File: src/rtl/seq_divider.sv
// Multi-cycle unsigned restoring divider: one trial subtraction per clock,
// start/done handshake, divide-by-zero flagged in a single cycle.
module seq_divider #(
    parameter int WIDTH = 4
) (
    input  logic             clk,
    input  logic             rst,
    input  logic             start,
    input  logic [WIDTH-1:0] dividend,
    input  logic [WIDTH-1:0] divisor,
    output logic             busy,
    output logic             done,
    output logic [WIDTH-1:0] quotient,
    output logic [WIDTH-1:0] remainder,
    output logic             div_by_zero
);

    localparam int CW = (WIDTH > 2) ? $clog2(WIDTH) : 1;

    typedef enum logic [1:0] {
        S_IDLE,
        S_RUN,
        S_DONE
    } state_e;

    state_e           state_q,     state_d;
    logic [CW-1:0]    count_q,     count_d;
    logic [WIDTH-1:0] rem_q,       rem_d;
    logic [WIDTH-1:0] shift_q,     shift_d;
    logic [WIDTH-1:0] divisor_q,   divisor_d;
    logic [WIDTH-1:0] quotient_q,  quotient_d;
    logic [WIDTH-1:0] remainder_q, remainder_d;
    logic             dbz_q,       dbz_d;

    // The dividend shifts out of shift_q's MSB while quotient bits shift in at the LSB.
    logic [WIDTH:0]   partial;
    logic [WIDTH:0]   trial;
    logic [WIDTH-1:0] rem_next;
    logic             q_bit;

    always_comb begin
        // NOTE: every signal written here gets a default first, so no path can infer a latch.
        state_d     = state_q;
        count_d     = count_q;
        rem_d       = rem_q;
        shift_d     = shift_q;
        divisor_d   = divisor_q;
        quotient_d  = quotient_q;
        remainder_d = remainder_q;
        dbz_d       = dbz_q;

        partial  = {rem_q, shift_q[WIDTH-1]};
        trial    = partial - {1'b0, divisor_q};
        q_bit    = ~trial[WIDTH];
        rem_next = q_bit ? trial[WIDTH-1:0] : partial[WIDTH-1:0];

        unique case (state_q)
            S_IDLE: begin
                if (start) begin
                    if (divisor == '0) begin
                        quotient_d  = '1;
                        remainder_d = dividend;
                        dbz_d       = 1'b1;
                        state_d     = S_DONE;
                    end else begin
                        divisor_d = divisor;
                        shift_d   = dividend;
                        rem_d     = '0;
                        count_d   = '0;
                        state_d   = S_RUN;
                    end
                end
            end
            S_RUN: begin
                rem_d   = rem_next;
                shift_d = {shift_q[WIDTH-2:0], q_bit};
                count_d = count_q + CW'(1);
                if (count_q == CW'(WIDTH - 1)) begin
                    quotient_d  = {shift_q[WIDTH-2:0], q_bit};
                    remainder_d = rem_next;
                    dbz_d       = 1'b0;
                    state_d     = S_DONE;
                end
            end
            S_DONE: begin
                state_d = S_IDLE;
            end
            default: begin
                state_d = S_IDLE;
            end
        endcase
    end

    always_ff @(posedge clk) begin
        // NOTE: sequential state uses non-blocking assignments so every register samples pre-edge values.
        if (rst) begin
            state_q     <= S_IDLE;
            count_q     <= '0;
            rem_q       <= '0;
            shift_q     <= '0;
            divisor_q   <= '0;
            quotient_q  <= '0;
            remainder_q <= '0;
            dbz_q       <= 1'b0;
        end else begin
            state_q     <= state_d;
            count_q     <= count_d;
            rem_q       <= rem_d;
            shift_q     <= shift_d;
            divisor_q   <= divisor_d;
            quotient_q  <= quotient_d;
            remainder_q <= remainder_d;
            dbz_q       <= dbz_d;
        end
    end

    assign busy        = (state_q != S_IDLE);
    assign done        = (state_q == S_DONE);
    assign quotient    = quotient_q;
    assign remainder   = remainder_q;
    assign div_by_zero = dbz_q;

endmodule

File: config.mk
export PLATFORM = sky130hd
export DESIGN_NAME = seq_divider
export DESIGN_NICKNAME = d
export VERILOG_FILES = /design/src/rtl/seq_divider.sv
export SDC_FILE = /design/constraint.sdc
export NUM_CORES = 1
export LEC_CHECK = 0
export ABC_AREA = 1
export BUFFER_PORTS_ARGS = -buffer_cell sky130_fd_sc_hd__buf_2
export CORE_MARGIN = 2
export CORE_UTILIZATION = 45
export DETAILED_ROUTE_END_ITERATION = 10
export MAX_ROUTING_LAYER = met4
export PLACE_DENSITY = 0.75
export SLEW_MARGIN = 10
export SYNTH_ARGS = -nofsm -noshare
export SYNTH_HDL_FRONTEND = slang
export SYNTH_SLANG_ARGS = --single-unit
File: constraint.sdc
create_clock -name clk -period 2.35 [get_ports clk]
set_input_delay 0.47 -clock clk [delete_from_list [all_inputs] [get_ports clk]]
set_output_delay 0.47 -clock clk [all_outputs]
set_load 0.01 [all_outputs]
==> impl_results.md, run 1 <==
- Status: complete, no violations
- Number of hold violations in the final report: 0
- Number of global-route vias before repair: 1094
- Crit path max fanout: 6
- Initial antenna violation count: 0
- Cell variety after synth: 22
- Sequential cell area fraction in the yosys report: 0.3824
- Clock tree from TritonCTS: done
- Number of search-and-repair iterations in the first detailed-routing pass: 4
- Classification of the worst setup path: flip-flop to flip-flop
- Most Frequent Cell on Critical Path: sky130_fd_sc_hd__nand2_1
- Share of final-layout standard cells stronger than drive strength 1: 0.1581
- Final instance count without filler cells: about 250
- Clock transition at the registers of the reported paths: about 0.13 ns
- Detailed-route vias per instance: 4.947
- Number of remaining DRC errors: 0
- P per Cell Area: 664.5 nW/um2
- Yosys warning count: 0
- Endpoint arrival time on the critical path: roughly 2.2 ns
- Half-perimeter wire length after placement: just under 2 mm
- Floorplan die height: about 58 um
- Number of sinks on the clock net: 25
- Floorplan row count: 19
- Total I/O pin count: 22
- Placeable core region: 2758 um2
- Skew final: 0.002816 ns
- Total number of vias: about 1200
- Skew-Pair Late Insertion Delay: roughly 0.32 ns
- Leak pwr: roughly 0.80 nW
- Tcrit/Tclk final: 0.8012
- Number of violations of the max-capacitance limit: 0
- Syn Std Cell Area: between 1000 and 1500 um2
- Initial standard-cell utilization of the core: 0.4746
- Most area-consuming cells after synthesis: sky130_fd_sc_hd__dfxtp_1 (38%), sky130_fd_sc_hd__nand3_1 (10%), sky130_fd_sc_hd__nand2_1 (9.8%), sky130_fd_sc_hd__inv_1 (9.2%), sky130_fd_sc_hd__nor2_1 (7.5%)
- Number of input and output port buffers inserted: 21
- Net Count, Synth: about 210
- Htree depth: 1
- Largest net degree at the start of global routing: 17
- Filler cell count in the final layout: approximately 280
- Kind of start point of the critical path: flip-flop
- Unrepaired setup endpoints after global routing: false
- Gr ovfl total: 0
- Routed length per placed instance: roughly 11 um
- Bufs on Longest Clock Path: 2
- CTS Root Buffer Type: sky130_fd_sc_hd__clkbuf_4
- Buffer and inverter count on the worst path: 3
- Number of gates resized after cts: 0
- Floorplan die width: ~58 um
- Antenna violation net count after detailed routing: 0
- Number of DRC markers in iteration 0: 25
- Cts bufs inserted: 3
- Number of placed instances with taps included: 242
- Time the final worst path needs with I/O delays and setup: 1.883 ns
- CTS Hold Buffers Added: 0
- Req. time, crit path: around 2.6 ns
- Number of flip-flops and latches in the synthesized netlist: 25
- Final total negative setup slack: 0 ns
- Highest Clock Rate: ~530 MHz
- Synthesized area divided by synthesized cell count: 6.746 um2
- Highest ir drop seen on vdd: ~0.42 mV
- Crit. End Element: flip-flop
- Synthesized instance count: roughly 190
- Hold slack final: ~0.42 ns
- Global placer's final weighted congestion: between 0.8 and 0.9
- Leading area contributor after synthesis: sky130_fd_sc_hd__dfxtp_1
- Cell type group with the largest total delay on the critical path: simple AND/OR/NAND/NOR gates
- Worst slew slack as a fraction of its limit: 0.6965
- Class of the worst hold path: primary input to flip-flop
- Post-CTS setup buffer count: 0
- Slew Limit Fails: 0
- Diode insertion count for antenna repair: 0
- Cell breakdown of the critical path: inv_1, ha_1, fa_1, inv_1, nand2_1, nand2_1, nand3_1, nand2_1, nand3_1, nand3_1, nand2_1, inv_1
- Total die area: between 3000 and 4000 um2
- Share of the synthesized area in the top cell type: 0.3824
- Max stage delay cell, worst path: sky130_fd_sc_hd__fa_1
- Transition at the pin with the smallest max-transition slack: about 0.45 ns
- Relative area change from synthesis to final layout: 11.38%
- Delay contributed by the slowest stage of the critical path: around 0.40 ns
- Number of nets in the layout: 233
- First-pass GRT wire length: 4.540 mm
- Total global-route track usage: 0.1791
- Sum of routed wire length over all layers: roughly 2.6 mm
- Total of endpoints with negative setup slack in the final report: 0
## synthesized netlist by cell type, drive strengths merged
master,count
ha,5
a21oi,11
nand2,38
fa,1
nor3,4
nand3,27
dfxtp,25
nor2,28
xnor2,1
o21ai,12
a22oi,1
buf,4
inv,36
o211ai,1
## per-layer routing
layer / vias to the layer above / global-route usage / wire, um
li1: 649 / - / -
met1: 538 / 0.2275 / 1255
met5: - / - / 0
met3: 3 / 0.02902 / 101
met2: 27 / 0.2890 / 1209
met4: 0 / 0.06312 / 26
## where the power goes
group          internal, mW  total [mW]  switching [mW]
Combinational         0.103       0.287           0.184
Clock                0.0664       0.190           0.123
Sequential            0.466       0.492          0.0257
## area by class of cell
| type | instances | area [um2] | area share |
|---|---|---|---|
| Clock buffer | 4 | 26.28 | 0.01803 |
| Multi-Input combinational cell | 129 | 649.4 | 0.4455 |
| Tap cell | 31 | 38.79 | 0.02661 |
| Timing Repair Buffer | 21 | 105.1 | 0.07210 |
| Sequential cell | 25 | 500.5 | 0.3433 |
| Inverter | 36 | 137.6 | 0.09442 |
## logic make-up (layout without fill, tap and decap cells)
logic type               count (synthesis)  in the layout  synth area share
AND/OR/NAND/NOR                         97             97            0.3270
buffers and inverters                   40             61            0.1214
AO/OA/AOI/OAI                           25             25           0.09943
flip-flops                              25             25            0.3824
adder cells (fa/ha/maj)                  6              6           0.06310
XOR/XNOR                                 1              1          0.006693
## worst register-to-register path: stages, from the launching register on
cell and delay (ns):
sky130_fd_sc_hd__dfxtp_1 0.35, sky130_fd_sc_hd__inv_1 0.06, sky130_fd_sc_hd__ha_1 0.22, sky130_fd_sc_hd__fa_1 0.40, sky130_fd_sc_hd__inv_1 0.09, sky130_fd_sc_hd__nand2_1 0.05, sky130_fd_sc_hd__nand2_1 0.07, sky130_fd_sc_hd__nand3_1 0.06
sky130_fd_sc_hd__nand2_1 0.18, sky130_fd_sc_hd__nand3_1 0.14, sky130_fd_sc_hd__nand3_1 0.12, sky130_fd_sc_hd__nand2_1 0.06, sky130_fd_sc_hd__inv_1 0.04
## metrics by stage
stage	utilization	setup slack [ns]	power, mW	instance area, um2
floorplan	-	0.6907	0.7176	1309
finish	0.5286	0.4671	0.9686	1458
global placement	0.5191	0.5739	0.7870	1431
detailed placement	0.5191	0.4938	0.7894	1431
CTS	0.5286	0.4732	0.9754	1458
global route	0.5286	0.3060	1.043	1458
## cell usage in the layout, fill, tap and decap left out, types with 3 or more instances in the layout
cell type / n
sky130_fd_sc_hd__ha_1: 5
sky130_fd_sc_hd__a21oi_1: 11
sky130_fd_sc_hd__nor2_1: 26
sky130_fd_sc_hd__inv_1: 32
sky130_fd_sc_hd__dfxtp_1: 25
sky130_fd_sc_hd__clkbuf_4: 3
sky130_fd_sc_hd__nor3_1: 4
sky130_fd_sc_hd__inv_2: 3
sky130_fd_sc_hd__nand3_1: 27
sky130_fd_sc_hd__nand2_2: 3
sky130_fd_sc_hd__nand2_1: 34
sky130_fd_sc_hd__o21ai_0: 12
sky130_fd_sc_hd__buf_2: 21
## registers in the layout (all words and copies together), names as in the netlist
signal	cells
divisor_q	4
quotient	4
remainder	4
state_q	2
count_q	2
rem_q	4
shift_q	4
div_by_zero	1
## worst paths after layout
path	from	to	slack, ns	depth (start not counted)
worst max-delay path	shift_q[3]	remainder[1]	0.47	12
worst min-delay path	divisor[0]	divisor_q[0]	0.42	3
worst max register to register	shift_q[3]	remainder[1]	0.47	12
worst min register to register	div_by_zero	div_by_zero	0.47	2
(Power assumes the default switching activity.)
==> inputs of run 2 (changes only) <==
- clock period: 2.35 -> 1.85 ns (I/O delays scaled with it)
==> impl_results.md, run 2 (synthesis gave the netlist of run 1 again) <==
- Status: complete, no violations
- Classification of the worst setup path: flip-flop to flip-flop
- Floorplan die width: 57.93 um (unchanged)
- Share of final-layout standard cells stronger than drive strength 1: 0.2237 (+0.06560)
- Total of endpoints with negative setup slack in the final report: 0 (unchanged)
- Total I/O pin count: 22 (unchanged)
- Number of sinks on the clock net: 25 (unchanged)
- Half-perimeter wire length after placement: 1.968 mm (about the same)
- Routed length per placed instance: 10.55 um (+0.11%)
- Req. time, crit path: 2.08 ns (-0.55 ns)
- Initial standard-cell utilization of the core: 0.4746 (unchanged)
- Overall power of the completed layout: 1.269 mW (+31%)
- Crit. End Element: flip-flop
- Kind of start point of the critical path: flip-flop
- P per Cell Area: 830.2 nW/um2 (+25%)
- Initial antenna violation count: 0 (unchanged)
- Number of DRC markers in iteration 0: 21 (-16%)
- Slew Limit Fails: 0 (unchanged)
- CTS Root Buffer Type: sky130_fd_sc_hd__clkbuf_4
- Most used cells in the layout excluding fill and tap cells: sky130_fd_sc_hd__nand2_1 (32), sky130_fd_sc_hd__inv_1 (30), sky130_fd_sc_hd__nor2_1 (26)
- Clock transition at the registers of the reported paths: 0.13 ns (about the same)
- Worst reg2reg setup slack: 0.10 ns (-0.37 ns)
- Worst Hold Depth: 3 (unchanged)
- Number of nets in the layout: 237 (+1.7%)
- Most common library cell in the layout ignoring fill and taps: sky130_fd_sc_hd__nand2_1
- Global placer's final weighted congestion: 0.8139 (+0.52%)
- Largest net degree at the start of global routing: 17 (unchanged)
- Crit path max fanout: 6 (unchanged)
- Number of search-and-repair iterations in the first detailed-routing pass: 5 (+1)
- Class of the worst hold path: primary input to flip-flop
- Floorplan row count: 19 (unchanged)
- Time the final worst path needs with I/O delays and setup: 1.749 ns (-0.1334 ns)
- Skew-Pair Late Insertion Delay: 0.31 ns (about the same)
- Highest Clock Rate: 571.6 MHz (+7.6%)
- Worst slew slack as a fraction of its limit: 0.7034 (+0.006902)
- Gr ovfl total: 0 (unchanged)
- Number of violations of the max-capacitance limit: 0 (unchanged)
- Detailed-route vias per instance: 4.836 (-2.2%)
- Relative area change from synthesis to final layout: 16.83%
- Diode insertion count for antenna repair: 0 (unchanged)
- Reg-to-reg critical path startpoint: shift_q[3]
- Worst hold endpoint: divisor_q[0]
- Floorplan die height: 57.93 um (unchanged)
- Total number of vias: 1209 (-0.66%)
- First-pass GRT wire length: 4.395 mm (-3.2%)
- Placeable core region: 2758 um2 (unchanged)
- Number of global-route vias before repair: 1060 (-3.1%)
- Number of hold violations in the final report: 0 (unchanged)
- Total global-route track usage: 0.1742 (-0.004899)
- Clock tree from TritonCTS: done
- Number of cells on the worst reg-to-reg path: 11 (-1)
- Htree depth: 1 (unchanged)
- Leak pwr: 0.8157 nW (+2.6%)
- Highest ir drop seen on vdd: 0.6066 mV (+44%)
- Tcrit/Tclk final: 0.9457 (+0.1444)
- Transition at the pin with the smallest max-transition slack: 0.4444 ns (-0.009570 ns)
- Cell area after layout: 1529 um2 (+4.9%)
- Antenna violation net count after detailed routing: 0 (unchanged)
- Sum of routed wire length over all layers: 2.638 mm (+1.7%)
- Bufs on Longest Clock Path: 2 (unchanged)
- R2R Path End: remainder[1]
- Instance area at placement: 1454 um2 (+1.6%)
- Skew final: 0.004772 ns (+0.001956 ns)
- Number of input and output port buffers inserted: 21 (unchanged)
- Cts bufs inserted: 3 (unchanged)
- Total die area: 3356 um2 (unchanged)
- Endpoint arrival time on the critical path: 1.98 ns (-0.18 ns)
- Number of remaining DRC errors: 0 (unchanged)
- Launch instance of the worst min-delay path: divisor[0]
==> run 2: cell count changes in the layout (fill, tap and decap cells not counted), sizes merged <==
cell | previous run | this run
buf | 21 | 25
==> run 2: layout make-up <==
class                           instances  area, um2
Clock buffer                            4      26.28
Fill cell                             270       1229
Inverter                               36      137.6
Multi-Input combinational cell        129      689.4
Sequential cell                        25      501.7
Tap cell                               31      38.79
Timing Repair Buffer                   25      135.1
==> run 2: metal layers <==
metal	GRT usage	wire length (um)	vias up
met2	0.2727	1220	21
met1	0.2300	1300	519
met3	0.02679	77	5
li1	-	-	664
met5	-	0	-
met4	0.05980	40	0
==> run 2: critical path, cell delays in order, from the launching register on <==
cell and delay, ns:
sky130_fd_sc_hd__dfxtp_2 0.35, sky130_fd_sc_hd__inv_2 0.05, sky130_fd_sc_hd__ha_4 0.16, sky130_fd_sc_hd__fa_2 0.39
sky130_fd_sc_hd__inv_2 0.06, sky130_fd_sc_hd__nand3_1 0.09, sky130_fd_sc_hd__nand3_1 0.14, sky130_fd_sc_hd__nand2_2 0.13
sky130_fd_sc_hd__nand3_2 0.11, sky130_fd_sc_hd__nand3_1 0.09, sky130_fd_sc_hd__nand2_1 0.07, sky130_fd_sc_hd__inv_1 0.03
==> run 2: what timing repair did <==
| action | CTS | global route |
|---|---|---|
| endpoints found under the hold margin | 0 | 0 |
| hold buffers | 0 | 0 |
| cloned | 0 | 0 |
| buffers inserted | 0 | 1 |
| pin swaps | 0 | 6 |
| resized for setup | 1 | 11 |
| setup endpoints to repair | 2 | 9 |
==> run 2: worst max path at each step <==
stage,from,endpoint,slack [ns],cells past startpoint
2_1_floorplan,shift_q[3],rem_q[3],0.19,11
3_3_place_gp,shift_q[3],remainder[1],0.07,12
3_5_place_dp,shift_q[3],remainder[1],0.03,12
4_1_cts,shift_q[3],rem_q[0],0.04,12
5_1_grt,shift_q[3],remainder[1],-0.02,11
6_report,shift_q[3],remainder[1],0.10,11
==> run 2: report_power, final <==
part	internal (mW)	total (mW)	switching, mW
clock	0.0843	0.237	0.153
sequential	0.593	0.626	0.0329
combinational	0.152	0.406	0.255
total	0.829	1.27	0.440
==> run 2: metrics by stage <==
step	hold slack [ns]	cells	TNS, ns	setup slack, ns	utilization
floorplan	0.4327	194	0	0.1907	-
global placement	0.4559	245	0	0.07248	0.5272
detailed placement	0.4607	245	0	0.02783	0.5272
CTS	0.3192	249	0	0.04354	0.5377
global route	0.3486	250	-0.02987	-0.02454	0.5544
finish	0.3312	250	0	0.1005	0.5544
==> inputs of run 3 (changes only) <==
- ABC_AREA: 1 -> default
- CORE_MARGIN: 2 -> default
- PLACE_DENSITY: 0.75 -> 0.76
==> impl_results.md, run 3 <==
- Most area-consuming cells after synthesis: sky130_fd_sc_hd__dfxtp_1 (41%), sky130_fd_sc_hd__nor2_1 (8.9%), sky130_fd_sc_hd__nand2_1 (5.8%), sky130_fd_sc_hd__ha_1 (5.1%), sky130_fd_sc_hd__a311oi_1 (5.0%)
- Number of nets in the layout: 192 (-19%)
- Crit. End Element: flip-flop
- Number of hold violations in the final report: 0 (unchanged)
- Total global-route track usage: 0.2244 (+0.05015)
- Htree depth: 1 (unchanged)
- Global placer's final weighted congestion: 0.8219 (+0.98%)
- Tcrit/Tclk final: 1.105 (+0.1596)
- Net Count, Synth: 163 (-23%)
- Initial standard-cell utilization of the core: 0.4846 (+0.01003)
- Initial antenna violation count: 0 (unchanged)
- FFs w/ async S/R, synth: 0 (unchanged)
- Routed length per placed instance: 13.11 um (+24%)
- Slew Limit Fails: 0 (unchanged)
- Req. time, crit path: 2.09 ns (about the same)
- Total of endpoints with negative setup slack in the final report: 10 (+10)
- Overall power of the completed layout: 1.129 mW (-11%)
- Leak pwr: 0.6223 nW (-24%)
- Gr ovfl total: 0 (unchanged)
- Final instance count without filler cells: 204 (-18%)
- Sum of routed wire length over all layers: 2.674 mm (+1.4%)
- Unrepaired setup endpoints after global routing: true
- Floorplan die height: 54.12 um (-6.6%)
- Sequential cell area fraction in the yosys report: 0.4094 (+0.02701)
- Kind of start point of the critical path: flip-flop
- Bufs on Longest Clock Path: 2 (unchanged)
- Classification of the worst setup path: flip-flop to flip-flop
- Most common library cell in the layout ignoring fill and taps: sky130_fd_sc_hd__nor2_1
- Synthesized area divided by synthesized cell count: 8.373 um2 (+24%)
- Cell breakdown of the critical path: inv_2, ha_4, fa_2, nand2b_4, a21oi_4, xnor2_2, mux2_4, a311oi_2
- Buffer and inverter count on the worst path: 1 (-2)
- Transition at the pin with the smallest max-transition slack: 0.5939 ns (+0.1495 ns)
- P per Cell Area: 751.0 nW/um2 (-9.5%)
- Number of enable-type register cells in the synthesized netlist: 0 (unchanged)
- Detailed-route vias per instance: 5.436 (+12%)
- Floorplan row count: 18 (-1)
- Skew final: 0.004776 ns (+0.000003410 ns)
- Relative area change from synthesis to final layout: 22.93%
- Hold slack final: 0.2970 ns (-0.03421 ns)
- Highest ir drop seen on vdd: 0.4473 mV (-26%)
- Highest Clock Rate: 489.1 MHz (-14%)
- Syn Std Cell Area: 1222 um2 (-6.6%)
- Diode insertion count for antenna repair: 0 (unchanged)
- CTS Hold Buffers Added: 0 (unchanged)
- Number of placed instances with taps included: 198 (-19%)
- Number of search-and-repair iterations in the first detailed-routing pass: 4 (-1)
- Number of sinks on the clock net: 25 (unchanged)
- Antenna violation net count after detailed routing: 0 (unchanged)
- Share of the synthesized area in the top cell type: 0.4094 (+0.02701)
- Clock transition at the registers of the reported paths: 0.13 ns (about the same)
- Worst-case setup margin in the final layout: -0.1947 ns (-0.2952 ns)
- Most used cells in the layout excluding fill and tap cells: sky130_fd_sc_hd__nor2_1 (29), sky130_fd_sc_hd__dfxtp_1 (24), sky130_fd_sc_hd__buf_2 (21)
- Number of violations of the max-capacitance limit: 0 (unchanged)
- Delay contributed by the slowest stage of the critical path: 0.35 ns (-0.04 ns)
- Clock tree from TritonCTS: done
- Finished Core Util: 0.5957 (+0.04129)
- Most used flip-flop cell after synthesis: sky130_fd_sc_hd__dfxtp_1
- Violated checks: negative setup slack
- Cell variety after synth: 35 (+59%)
- Crit path max fanout: 2 (-4)
- Total die area: 2929 um2 (-13%)
- Class of the worst hold path: primary input to flip-flop
- Number of remaining DRC errors: 0 (unchanged)
- Floorplan die width: 54.12 um (-6.6%)
- Cts bufs inserted: 3 (unchanged)
- Number of input and output port buffers inserted: 21 (unchanged)
- Endpoint arrival time on the critical path: 2.28 ns (+0.30 ns)
- Total I/O pin count: 22 (unchanged)
- Skew-Pair Late Insertion Delay: 0.32 ns (about the same)
- Synthesized instance count: 146 (-25%)
- First-pass GRT wire length: 4.671 mm (+6.3%)
- Most repeated cell in the gate-level netlist after synthesis: sky130_fd_sc_hd__nor2_1
- Max stage delay cell, worst path: sky130_fd_sc_hd__dfxtp_2
- CTS Root Buffer Type: sky130_fd_sc_hd__clkbuf_4
- Half-perimeter wire length after placement: 2.055 mm (+4.4%)
- Number of DRC markers in iteration 0: 28 (+33%)
- Total number of vias: 1109 (-8.3%)
- Share of final-layout standard cells stronger than drive strength 1: 0.2989 (+0.07511)
- Placeable core region: 2522 um2 (-8.5%)
- Largest net degree at the start of global routing: 26 (+9)
- Number of flip-flops and latches in the synthesized netlist: 25 (unchanged)
- Time the final worst path needs with I/O delays and setup: 2.045 ns (+0.2952 ns)
- Worst slew slack as a fraction of its limit: 0.6026 (-0.1008)
- Cell type group with the largest total delay on the critical path: adder cells
- Leading area contributor after synthesis: sky130_fd_sc_hd__dfxtp_1
- Number of global-route vias before repair: 1090 (+2.8%)
- Top cell types by occurrence after synthesis: sky130_fd_sc_hd__nor2_1 (29), sky130_fd_sc_hd__dfxtp_1 (25), sky130_fd_sc_hd__nand2_1 (19)
- Post-Place Worst Slack: -0.2118 ns (-0.2396 ns)
- Worst reg2reg setup slack: -0.19 ns (-0.30 ns)
- Yosys warning count: 0 (unchanged)
- Status: finished with violations
-- run 3: path summary, 6_finish.rpt --
| kind | startpoint | to | cells past startpoint |
|---|---|---|---|
| setup / recovery | shift_q[3] | remainder[2] | 8 |
| hold reg to reg | divisor_q[3] | divisor_q[3] | 2 |
| hold / removal | divisor[3] | divisor_q[3] | 3 |
| setup reg to reg | shift_q[3] | remainder[2] | 8 |
-- run 3: layout make-up --
type | count | area [um2]
multi-input cells | 107 | 718.2
fillers | 225 | 1020
well taps | 30 | 37.54
repair buffers | 31 | 192.7
inverters | 7 | 26.28
flip-flops and latches | 25 | 501.7
clock buffers | 4 | 26.28
-- run 3: through the flow --
| step | setup TNS, ns | area (um2) |
|---|---|---|
| after floorplan | -0.3910 | 1261 |
| after global placement | -0.8873 | 1441 |
| after detailed placement | -1.364 | 1441 |
| after CTS | -0.8560 | 1488 |
| after global routing | -1.873 | 1503 |
| final | -0.8767 | 1503 |
-- run 3: worst register-to-register path, delay by kind of cell, from the launching register on --
family / cells / cell delay (ns)
AND/OR/NAND/NOR: 1 / 0.16
multiplexers: 1 / 0.34
flip-flops: 1 / 0.35
buffers and inverters: 1 / 0.05
AO/OA/AOI/OAI: 2 / 0.43
adder cells (fa/ha/maj): 2 / 0.48
XOR/XNOR: 1 / 0.16
-- run 3: where the power goes --
part / leakage [nW] / switching (mW) / internal [mW] / total (mW)
registers: 0.204 / 0.0282 / 0.569 / 0.597
clock network: 0.0150 / 0.158 / 0.0843 / 0.242
logic: 0.403 / 0.152 / 0.137 / 0.289
total: 0.622 / 0.338 / 0.791 / 1.13
-- run 3: cell families (layout without fill, tap and decap cells) --
logic type,count (synthesis),in the layout,share of synthesized area
DFF,25,25,0.4094
AOI/OAI and AO/OA,30,30,0.1832
adders and majority gates,6,6,0.06755
xor gates and xnor gates,2,2,0.02048
buffers and inverters,14,42,0.05015
muxes,3,3,0.02866
and+or+nand+nor,66,66,0.2405
-- run 3: metal layers --
metal	share of wire	track usage	routed length, um	vias to the layer above
met5	0	-	0	-
met1	0.46	0.2675	1227	515
met2	0.49	0.3740	1300	27
met3	0.041	0.04237	110	5
met4	0.014	0.07692	37	0
li1	-	-	-	562
-- run 3: what timing repair did --
action | in CTS | in global routing
buffers inserted | 3 | 0
resized for setup | 1 | 2
setup endpoints to repair | 10 | 10
gates cloned | 0 | 0
pin swaps | 5 | 2
